`src/rtl/codec_reg_sequencer.sv`:
```
// Codec control-port master: streams a boot table of {addr,data} writes over a 3-wire port,
// then serves runtime single-register writes. Optional shadow readback under CFG_SHADOW_EN.
module codec_reg_sequencer #(
    parameter int NUM_REGS    = 8,
    parameter int CLK_DIV     = 4,
    parameter int GAP_CYC     = 8,
    parameter int STARTUP_DLY = 16
) (
    input  logic                   clk,
    input  logic                   reset,
    input  logic [NUM_REGS*16-1:0] init_table,
    input  logic                   reconfig,
    input  logic                   wr_valid,
    input  logic [6:0]             wr_addr,
    input  logic [8:0]             wr_data,
    output logic                   wr_ready,
`ifdef CFG_SHADOW_EN
    input  logic [6:0]             rd_addr,
    output logic [8:0]             rd_data,
`endif
    output logic                   cs,
    output logic                   spi_sck,
    output logic                   spi_mosi,
    output logic                   busy,
    output logic                   done
);
    localparam int CNT_MAX = (STARTUP_DLY > GAP_CYC)
                           ? ((STARTUP_DLY > 2*CLK_DIV) ? STARTUP_DLY : 2*CLK_DIV)
                           : ((GAP_CYC > 2*CLK_DIV) ? GAP_CYC : 2*CLK_DIV);
    localparam int CW = $clog2(CNT_MAX + 1);
    localparam int IW = (NUM_REGS > 1) ? $clog2(NUM_REGS) : 1;

    localparam logic [CW-1:0] STARTUP_LAST = CW'(STARTUP_DLY - 1);
    localparam logic [CW-1:0] DIV_C        = CW'(CLK_DIV);
    localparam logic [CW-1:0] DIV_LAST     = CW'(CLK_DIV - 1);
    localparam logic [CW-1:0] BIT_LAST     = CW'(2*CLK_DIV - 1);
    localparam logic [CW-1:0] GAP_LAST     = CW'(GAP_CYC - 1);
    localparam logic [IW-1:0] IDX_LAST     = IW'(NUM_REGS - 1);

    typedef enum logic [2:0] {WAIT, LOAD, SHIFT, LATCH, GAP, READY} state_t;

    state_t        state, state_n;
    logic [CW-1:0] cnt, cnt_n;
    logic [3:0]    bitn, bitn_n;
    logic [IW-1:0] idx, idx_n;
    logic          rt, rt_n;
    logic          done_n, cs_n, sck_n, mosi_n, busy_n;
    logic [15:0]   sreg, sreg_n;
    logic [15:0]   rt_word, rt_word_n;

    assign wr_ready = (state == READY) && !reconfig;

    always_ff @(posedge clk) begin
        if (!reset) begin
            state    <= WAIT;
            cnt      <= '0;
            bitn     <= '0;
            idx      <= '0;
            rt       <= 1'b0;
            done     <= 1'b0;
            cs       <= 1'b1;
            spi_sck  <= 1'b0;
            spi_mosi <= 1'b0;
            busy     <= 1'b0;
        end else begin
            state    <= state_n;
            cnt      <= cnt_n;
            bitn     <= bitn_n;
            idx      <= idx_n;
            rt       <= rt_n;
            done     <= done_n;
            cs       <= cs_n;
            spi_sck  <= sck_n;
            spi_mosi <= mosi_n;
            busy     <= busy_n;
        end
    end

    always_ff @(posedge clk) begin
        sreg    <= sreg_n;
        rt_word <= rt_word_n;
    end

    always_comb begin
        state_n   = state;
        cnt_n     = cnt;
        bitn_n    = bitn;
        idx_n     = idx;
        rt_n      = rt;
        done_n    = done;
        sreg_n    = sreg;
        rt_word_n = rt_word;
        case (state)
            WAIT: begin
                if (cnt == STARTUP_LAST) begin
                    state_n = LOAD;
                    cnt_n   = '0;
                    idx_n   = '0;
                    rt_n    = 1'b0;
                end else begin
                    cnt_n = cnt + 1'b1;
                end
            end
            LOAD: begin
                sreg_n  = rt ? rt_word : init_table[{idx, 4'b0000} +: 16];
                state_n = SHIFT;
                cnt_n   = '0;
                bitn_n  = '0;
            end
            SHIFT: begin
                // Rotating (not shifting) leaves the word intact after 16 falling edges,
                // so it is still available in LATCH for the shadow copy.
                if (cnt == BIT_LAST) begin
                    cnt_n  = '0;
                    sreg_n = {sreg[14:0], sreg[15]};
                    bitn_n = bitn + 4'd1;
                    if (bitn == 4'd15) state_n = LATCH;
                end else begin
                    cnt_n = cnt + 1'b1;
                end
            end
            LATCH: begin
                if (cnt == DIV_LAST) begin
                    state_n = GAP;
                    cnt_n   = '0;
                end else begin
                    cnt_n = cnt + 1'b1;
                end
            end
            GAP: begin
                if (cnt == GAP_LAST) begin
                    cnt_n = '0;
                    if (!rt && idx != IDX_LAST) begin
                        idx_n   = idx + 1'b1;
                        state_n = LOAD;
                    end else begin
                        state_n = READY;
                        done_n  = 1'b1;
                    end
                end else begin
                    cnt_n = cnt + 1'b1;
                end
            end
            READY: begin
                if (reconfig) begin
                    idx_n   = '0;
                    rt_n    = 1'b0;
                    state_n = LOAD;
                end else if (wr_valid) begin
                    rt_word_n = {wr_addr, wr_data};
                    rt_n      = 1'b1;
                    state_n   = LOAD;
                end
            end
            default: state_n = WAIT;
        endcase
    end

    // Pin values are registered from the next-state view so they change with the state.
    always_comb begin
        cs_n   = !(state_n == SHIFT || state_n == LATCH);
        sck_n  = (state_n == SHIFT) && (cnt_n >= DIV_C);
        mosi_n = (state_n == SHIFT) && sreg_n[15];
        busy_n = state_n inside {LOAD, SHIFT, LATCH, GAP};
    end

`ifdef CFG_SHADOW_EN
    logic [8:0]   shadow [128];
    logic [127:0] shadow_vld;
    logic         shadow_we;

    assign shadow_we = (state == LATCH) && (cnt == DIV_LAST);

    always_ff @(posedge clk) begin
        if (shadow_we) shadow[sreg[15:9]] <= sreg[8:0];
    end

    // A valid bit per address gives the cleared-on-reset view without resetting the array.
    always_ff @(posedge clk) begin
        if (!reset) begin
            shadow_vld <= '0;
            rd_data    <= '0;
        end else begin
            if (shadow_we) shadow_vld[sreg[15:9]] <= 1'b1;
            rd_data <= shadow_vld[rd_addr] ? shadow[rd_addr] : 9'd0;
        end
    end
`endif

endmodule
```
`config.mk`:
```
export PLATFORM = sky130hd
export DESIGN_NAME = codec_reg_sequencer
export DESIGN_NICKNAME = d
export VERILOG_FILES = /design/src/rtl/codec_reg_sequencer.sv
export SDC_FILE = /design/constraint.sdc
export NUM_CORES = 1
export LEC_CHECK = 0
export BUFFER_PORTS_ARGS = -buffer_cell sky130_fd_sc_hd__clkbuf_2
export CAP_MARGIN = 20
export CORE_ASPECT_RATIO = 0.9
export CORE_UTILIZATION = 48
export DETAILED_ROUTE_END_ITERATION = 10
export GPL_TIMING_DRIVEN = 0
export PLACE_DENSITY = 0.81
export REMOVE_ABC_BUFFERS = 1
export SYNTH_ARGS = -nofsm -noshare
export SYNTH_HDL_FRONTEND = slang
export SYNTH_SLANG_ARGS = --single-unit
```
`constraint.sdc`:
```
create_clock -name clk -period 2.4 [get_ports clk]
set_input_delay 0.24 -clock clk [delete_from_list [all_inputs] [get_ports clk]]
set_output_delay 0.24 -clock clk [all_outputs]
set_load 0.05 [all_outputs]
```
Word level (Yosys, flattened, before mapping)

Cells that the tools add are included.

Word-level logic and storage cells: 86
Bits in registers: 53
Bits of input ports: 148

Add/subtract/negate cells: 3
Bitwise logic cells: 2
Reduce and logical (&&, ||, !) cells: 19
Magnitude comparators: 1
Shifts and indexed selects: 1
Equal/unequal tests: 20
Multiplexer cells: 27

Operators with widths:

| operator                                                                             | count |
|---|---|
| 128-bit by 8-bit indexed part select with 16-bit output                              | 1 |
| 3-bit 2-to-1 mux                                                                     | 12 |
| 16-bit 2-to-1 mux                                                                    | 2 |
| 16-bit one-hot mux with 2 select lines                                               | 1 |
| 5-bit one-hot mux with 4 select lines                                                | 1 |
| 3-bit one-hot mux with 6 select lines                                                | 1 |
| 5-bit 2-to-1 mux                                                                     | 3 |
| 3-bit by 2-bit == test with 1-bit output (second input constant)                     | 4 |
| 2-bit inequality test (second input constant)                                        | 5 |
| 3-bit == test (second input constant)                                                | 3 |
| 3-bit one-hot mux with 3 select lines                                                | 1 |
| 3-bit AND reduction                                                                  | 3 |
| 4-bit one-hot mux with 2 select lines                                                | 1 |
| 3-bit by 1-bit == test with 1-bit output (second input constant)                     | 2 |
| 3-bit inequality test (second input constant)                                        | 2 |
| 5-bit by 1-bit adder with 5-bit output (second input constant)                       | 1 |
| 5-bit by 2-bit == test with 1-bit output (second input constant)                     | 1 |
| 5-bit by 3-bit == test with 1-bit output (second input constant)                     | 1 |
| 5-bit by 4-bit == test with 1-bit output (second input constant)                     | 1 |
| 5-bit by 3-bit greater-or-equal comparator with 1-bit output (second input constant) | 1 |
| 5-bit AND reduction                                                                  | 1 |
| 4-bit by 1-bit adder with 4-bit output (second input constant)                       | 1 |
| 4-bit == test (second input constant)                                                | 1 |
| 1-bit logical AND                                                                    | 4 |
| other kinds (13)                                                                     | 19 |

Depth between registers and ports, before layout

Gate-level depths: netlist of run 1.

Depth in word-level cells: 8
Depth in mapped cells: 8

Worst setup path before layout of run 1

No wires, ideal clock.

Path kind: register to register
Start: register state[2]
End: register rt_word[0] (enable)
Arrival time: 2.637 ns
Data required time: 2.025 ns
Buffers on the path: 0
Stages on the path, launching flop included: 3
Period minus slack after synthesis: 3.012 ns
Path slack: -0.612 ns
Path through: dfxtp_1 > nor4bb_1 > and2_1

Cells in the longest elaborated chain, start to end: 2

RTL lines:

| element                              | RTL line | text |
|---|---|---|
| start: declaration                   | 42       | `state_t state, state_n;` |
| start signal: assignment             | 66       | `state <= state_n;` |
| 3-bit == test                        | 93       | `case (state)` |
| 3-bit AND reduction (no source line) | n/a      |  |
| end signal: assignment               | 81       | `rt_word <= rt_word_n;` |
| end: declaration                     | 49       | `logic [15:0] rt_word, rt_word_n;` |

No other way between the ends.
A chain may end at the register's enable or synchronous reset.

Worst setup path after layout of run 1

Start: register state[2]
End: output port wr_ready

Cells in the longest elaborated chain, start to end: 2

RTL lines:

| element           | RTL line | text |
|---|---|---|
| 3-bit == test     | 51       | `assign wr_ready = (state == READY) && !reconfig;` |
| 1-bit logical AND | 51       |  |
| end: declaration  | 16       | `output logic wr_ready,` |

No other way between the ends.

==> results of run 1 <==
[repair_timing]
action / in CTS / in global routing
setup endpoints to repair: 33 / 18
resized for setup: 4 / 7
hold buffers: 0 / 0
cloned: 0 / 0
[path summary, 6_finish.rpt]
path | startpoint | endpoint | slack [ps] | cells after the start
max | state[2] | wr_ready | 180 | 2
min reg2reg | done | done | 510 | 2
max reg2reg | idx[0] | sreg[14] | 180 | 5
min | wr_addr[0] | rt_word[9] | 90 | 1
[critical path: cells and delay by family (launching register included)]
kind	cells	cell delay, ps
flip-flops	1	730
buffers and inverters	1	370
AND/OR/NAND/NOR	1	560
[final cells by class]
cell class	instances	area (sq um)
fill	576	2590
multi-input combinational	233	2040
sequential	53	1380
timing repair buffer	156	841
tap	93	116
clock buffer	5	68.8
clock inverter	3	47.5
inverter	8	30.0
[where the power goes]
group | internal [uW] | switching, uW
Sequential | 961 | 7.44
Combinational | 140 | 65.9
Clock | 319 | 326
[logic make-up (layout without fill, tap and decap cells)]
group                      count (synthesis)  after routing  share of synthesized area
muxes                                     38             38                      0.223
buffers and inverters                     36            172                     0.0500
adders and majority gates                  6              6                     0.0211
and+or+nand+nor                          100            100                      0.159
DFF                                       53             53                      0.386
AOI/OAI and AO/OA                         85             85                      0.152
xor gates and xnor gates                   4              4                    0.00985
[cells in the mapped netlist, types with 2 or more instances]
| cell | number | area (sq um) |
|---|---|---|
| mux2i_1 | 6 | 60.1 |
| inv_1 | 7 | 26.3 |
| nor4_1 | 3 | 18.8 |
| nand4_1 | 4 | 25.0 |
| mux4_2 | 25 | 563 |
| buf_2 | 11 | 55.1 |
| xor2_1 | 2 | 17.5 |
| clkbuf_1 | 10 | 37.5 |
| a32o_1 | 2 | 20.0 |
| nor2_1 | 17 | 63.8 |
| a21oi_1 | 6 | 30.0 |
| mux4_1 | 6 | 158 |
| o21ai_0 | 39 | 195 |
| nand2b_1 | 4 | 25.0 |
| and3_1 | 4 | 25.0 |
| buf_1 | 3 | 11.3 |
| or2_2 | 3 | 18.8 |
| nand3_1 | 7 | 35.0 |
| and2_1 | 3 | 18.8 |
| nor2b_1 | 18 | 113 |
| ha_1 | 6 | 75.1 |
| a41oi_1 | 2 | 17.5 |
| a31oi_1 | 4 | 25.0 |
| edfxtp_1 | 31 | 931 |
| nand2_1 | 22 | 82.6 |
| a211oi_1 | 17 | 128 |
| a211o_1 | 2 | 17.5 |
| dfxtp_1 | 22 | 440 |
| nand3b_1 | 2 | 15.0 |
| nor3b_1 | 2 | 15.0 |
| xnor2_1 | 2 | 17.5 |
[metrics by stage]
| stage | hold slack (ps) | setup TNS, ps | power (uW) |
|---|---|---|---|
| floorplan | 339 | -26630 | 1060 |
| global placement | 419 | -19860 | 1190 |
| detailed placement | 419 | -5820 | 1190 |
| CTS | 83.8 | 0 | 1830 |
| global route | 70.1 | 0 | 1880 |
| finish | 86.0 | 0 | 1820 |
[layer usage]
layer,vias up,wire (um),part of all wire
met4,0,161,0.018
met5,-,0,0
met2,148,4780,0.52
li1,1529,-,-
met1,1543,3510,0.38
met3,19,706,0.077
[state kept, by name (all words and copies together) (netlist names)]
register / flops
spi_mosi: 1
done: 1
spi_sck: 1
idx: 3
rt: 1
rt_word: 16
cnt: 5
state: 3
busy: 1
cs: 1
bitn: 4
sreg: 16
==> results.py, run 1 <==
metrics = {
    "place": {
        "dpl.cell_count": 542,
        "portBuffers": 153,
        "hpwl_mm": 7.02,
        "dpl_cell_area_sq_um": 4340,
        "gp_congestion": 0.856,
        "place_ws_ps": -193,
    },
    "timing": {
        "rsz0062_at_grt": "no",
        "setup_ws_ps": 180,
        "post-route-period-util": 0.925,
        "tightest_slew_ps": 760,
        "drv_slew": 0,
        "fmax_ghz": 0.450,
        "finalClockSkew_ps": 11.7,
        "finalCriticalPeriod_ps": 2220,
        "hold_violations": 0,
        "slew_headroom": 0.492,
        "finalSetupViolations": 0,
    },
    "clock_network": {
        "h-tree-depth": 2,
        "insertion_delay_ps": 320,
        "cts_tree": "yes",
        "postCtsSetupBuffers": 0,
        "clk_path_buf_depth": 2,
        "cts-root-buf": "clkbuf_8",
        "clk_pin_slew_ps": 110,
        "cts_sinks": 53,
        "cts_buffers": 5,
    },
    "grt": {
        "grt_pass1_wl_mm": 15.3,
        "use_met3": 0.0610,
        "antenna_found_initial": 0,
        "grt.busiest_layer": "met2",
        "grt.overflow.total": 0,
        "grt_util_met1": 0.303,
        "grt_use_total": 0.250,
        "grt_max_degree": 36,
        "use_met2": 0.440,
        "grt_pass1_vias": 3403,
    },
    "floorplan": {
        "dieWidth_um": 92.7,
        "dieArea_sq_um": 7760,
        "core.rowCount": 29,
        "design.core.area_sq_um": 7110,
        "io_pins": 154,
        "start_util": 0.500,
        "floorplan.die.height_um": 83.7,
    },
    "layout": {
        "insertedDiodeCount": 0,
        "final_net_count": 611,
        "layout_common_cells": "153 x clkbuf_2, 39 x o21ai_0, 31 x edfxtp_1",
        "stdcell_count": 551,
        "final_core_util": 0.635,
        "mostFrequentLayoutCell": "clkbuf_2",
        "final_area_sq_um": 4520,
        "syn2layout_area_growth_pct": 27.1,
        "layout-drive-gt1-share": 0.452,
    },
    "synthesis": {
        "async_reset_ff_frac": 0,
        "syn_area_sq_um": 3560,
        "synth_cell_types": 61,
        "ys_seq_area_frac": 0.386,
        "ys.flop_type": "edfxtp_1",
        "synth_edf_count": 31,
        "synthCells": 322,
        "avgSynthCellArea_sq_um": 11.0,
        "synth_warnings": 0,
        "ys_ff_latch": 53,
    },
    "job": {
        "timing.max_cap.violations": 0,
    },
    "routing": {
        "drt_iter0_markers": 261,
        "first_pass_iters": 6,
        "wl_per_cell_um": 16.6,
        "routed_wl_mm": 9.15,
        "viasPerCell": 5.88,
        "vias": 3239,
        "antenna_left": 0,
        "remaining_drc_errors": 0,
    },
    "run_status": {
        "status": "complete, no violations",
    },
    "setup_path": {
        "path_class": "reg2out",
        "slowest_delay_ps": 730,
        "startpoint_type": "flip-flop",
        "path_cells": "nor4bb_1 > clkbuf_2",
        "arrival_ps": 1980,
        "cp_max_fo": 21,
        "crit_slowest_cell": "dfxtp_1",
        "crit_path_end_kind": "output port",
        "crit_required_ps": 2160,
    },
    "power_and_ir_drop": {
        "p_leak_uw": 0.00182,
        "vdd.ir_drop.worst_mv": 0.296,
        "p_per_area_nw_per_um2": 403,
    },
    "min_path": {
        "hp-class": "in2reg",
    },
}
Power figures use the tool's default switching activity.
==> inputs of run 2 (changes only) <==
--- a/config.mk
+++ b/config.mk
@@ -5,13 +5,15 @@
 export SDC_FILE = /design/constraint.sdc
 export NUM_CORES = 1
 export LEC_CHECK = 0
+export ABC_AREA = 1
 export BUFFER_PORTS_ARGS = -buffer_cell sky130_fd_sc_hd__clkbuf_2
 export CAP_MARGIN = 20
 export CORE_ASPECT_RATIO = 0.9
-export CORE_UTILIZATION = 48
+export CORE_UTILIZATION = 50
+export CTS_BUF_LIST = sky130_fd_sc_hd__clkbuf_2
 export DETAILED_ROUTE_END_ITERATION = 10
 export GPL_TIMING_DRIVEN = 0
-export PLACE_DENSITY = 0.81
+export PLACE_DENSITY = 0.83
 export REMOVE_ABC_BUFFERS = 1
 export SYNTH_ARGS = -nofsm -noshare
 export SYNTH_HDL_FRONTEND = slang
==> run 2 against run 1 <==
Compared with the run above: sequential power up 0.4%; cell area up 4.0%; sequential cell count did not move.
==> results.py, run 2 <==
metrics = {
    "floorplan": {
        "dieArea_sq_um": 7780,
        "dieWidth_um": 92.9,
        "start_util": 0.523,
        "io_pins": 154,
        "core.rowCount": 29,
        "design.core.area_sq_um": 7110,
        "floorplan.die.height_um": 83.8,
    },
    "clock_network": {
        "cts_buffers": 5,
        "insertion_delay_ps": 460,
        "cts_tree": "yes",
        "clk_path_buf_depth": 2,
        "h-tree-depth": 2,
        "cts_sinks": 53,
        "clk_pin_slew_ps": 290,
        "cts-root-buf": "clkbuf_2",
        "postCtsSetupBuffers": 0,
    },
    "min_path": {
        "hp-class": "in2reg",
        "hold_end": "idx[2]",
        "whs_path_depth": 3,
        "hp-start": "reset",
    },
    "routing": {
        "first_pass_iters": 4,
        "drt-met1-wl_mm": 4.20,
        "wl_met2_mm": 4.89,
        "drt_iter0_markers": 200,
        "remaining_drc_errors": 0,
        "viasPerCell": 5.19,
        "wl_per_cell_um": 12.3,
        "dr_wl_met3_um": 666,
        "antenna_left": 0,
        "routed_wl_mm": 9.94,
        "topRoutingLayerUsed": "met4",
        "vias": 4197,
    },
    "layout": {
        "fillers": 645,
        "mostFrequentLayoutCell": "nor2_1",
        "syn2layout_area_growth_pct": 26.5,
        "layout_common_cells": "168 x nor2_1, 158 x clkbuf_2, 99 x nand2_1",
        "layout-drive-gt1-share": 0.267,
        "insertedDiodeCount": 0,
        "reg_top3": "rt_word: 16 flops, sreg: 16 flops, cnt: 5 flops",
        "final_net_count": 868,
    },
    "grt": {
        "grt_use_total": 0.258,
        "grt_pass1_wl_mm": 16.2,
        "antenna_found_initial": 0,
        "grt.overflow.total": 0,
        "grt_pass1_vias": 3797,
        "grt_max_degree": 65,
    },
    "place": {
        "hpwl_mm": 7.19,
        "gp_congestion": 0.941,
        "place_ws_ps": -47.1,
        "portBuffers": 153,
    },
    "synthesis": {
        "ys.flop_type": "edfxtp_1",
        "synth_most_common_cell": "nor2_1",
        "synth_area_leader_cell": "edfxtp_1",
        "synth_edf_count": 31,
        "synthCells": 566,
        "async_reset_ff_frac": 0,
        "synth_warnings": 0,
        "synth_cell_types": 35,
        "avgSynthCellArea_sq_um": 6.57,
        "syn_area_sq_um": 3720,
        "synthTopCellsByArea": "edfxtp_1 25%, nor2_1 17%, dfxtp_1 12%, o21ai_0 11%, nand2_1 10%",
        "ys_seq_area_frac": 0.369,
        "yosysTopAreaCellShare": 0.251,
        "ys_ff_latch": 53,
        "synthTopCellsByCount": "168 x nor2_1, 99 x nand2_1, 81 x o21ai_0",
    },
    "setup_path": {
        "startpoint_type": "flip-flop",
        "arrival_ps": 2400,
        "rr_worst_depth": 8,
        "crit_required_ps": 2650,
        "path_class": "reg2reg",
        "rr_startpoint": "idx[1]",
        "cp_max_fo": 47,
        "ff2ff_setup_slack_ps": 250,
        "crit_path_end_kind": "flip-flop",
        "reg2reg_to": "sreg[4]",
    },
    "power_and_ir_drop": {
        "vdd.ir_drop.worst_mv": 0.258,
        "total_power_uw": 1660,
        "p_leak_uw": 0.00237,
        "p_per_area_nw_per_um2": 353,
    },
    "timing": {
        "finalClockSkew_ps": 33.9,
        "tightest_slew_ps": 992,
        "finalSetupViolations": 0,
        "rsz0062_at_grt": "no",
        "setup_ws_ps": 255,
        "fmax_ghz": 0.466,
        "drv_slew": 0,
        "hold_violations": 0,
        "post-route-period-util": 0.894,
        "slew_headroom": 0.338,
        "finalCriticalPeriod_ps": 2150,
    },
    "run_status": {
        "status": "complete, no violations",
    },
    "job": {
        "timing.max_cap.violations": 0,
    },
}
run 2: cell count changes after synthesis, sizes merged, moves of 4 or more:
cell    delta
mux2i      -6
a211oi    -16
nor2b     -18
mux4      -31
o21ai     +58
nand2b     -4
a21oi     +18
a31oi      -4
nand3     +16
nor2     +157
nand2     +83
inv       +28
run 2: routing by layer:
layer	GRT usage	vias up
met3	0.0383	20
li1	-	2143
met5	0	-
met1	0.311	1863
met4	0.0825	0
met2	0.466	171
run 2: worst max path at each step:
stage,from,to,depth (start not counted),slack [ps]
after CTS,state[2],wr_ready,3,290
final,idx[1],sreg[4],8,250
after floorplan,idx[0],sreg[0],7,-440
after detailed placement,idx[1],sreg[14],7,-50
after global routing,idx[0],sreg[3],7,70
after global placement,idx[0],sreg[8],7,-1430
run 2: kinds of logic after synthesis:
| kind of cell | synth area share |
|---|---|
| buffers and inverters | 0.0805 |
| flip-flops | 0.369 |
| adder cells (fa/ha/maj) | 0.0202 |
| AO/OA/AOI/OAI | 0.179 |
| AND/OR/NAND/NOR | 0.352 |
run 2: final cells by class:
cell class	count	area, sq um	share of cell area
clock inverters	3	43.8	0.00932
clock buffers	5	25.0	0.00532
flip-flops and latches	53	1370	0.292
repair buffers	172	961	0.204
well taps	93	116	0.0248
inverters	35	134	0.0285
multi-input cells	447	2050	0.435
run 2: critical path: stages (launching register included):
cell     delay, ps
dfxtp_2        550
inv_2          610
nor2_1         140
o21ai_0        120
o21ai_0        120
nand2_1         70
nand2_1         70
o21ai_1        170
nand2_1         70
run 2: through the flow:
step           utilization  TNS (ps)  hold WS, ps  area, sq um  cells
6_report             0.661         0          131         4700    808
5_1_grt              0.661         0          105         4700    808
4_1_cts              0.661         0          110         4700    808
3_5_place_dp         0.628      -250          419         4470    784
3_3_place_gp         0.623    -29940          419         4430    781
2_1_floorplan            -    -11570          339         3550    535
run 2: timing repair:
item	4_1_cts	5_1_grt
hold buffers	16	0
resized for setup	1	0
hold endpoints to repair	16	0
endpoints found under the setup margin	14	0
run 2: power by group:
| group | internal, uW | switching [uW] | total [uW] |
|---|---|---|---|
| combinational | 132 | 84.1 | 217 |
| clock | 179 | 293 | 472 |
| sequential | 965 | 6.57 | 972 |
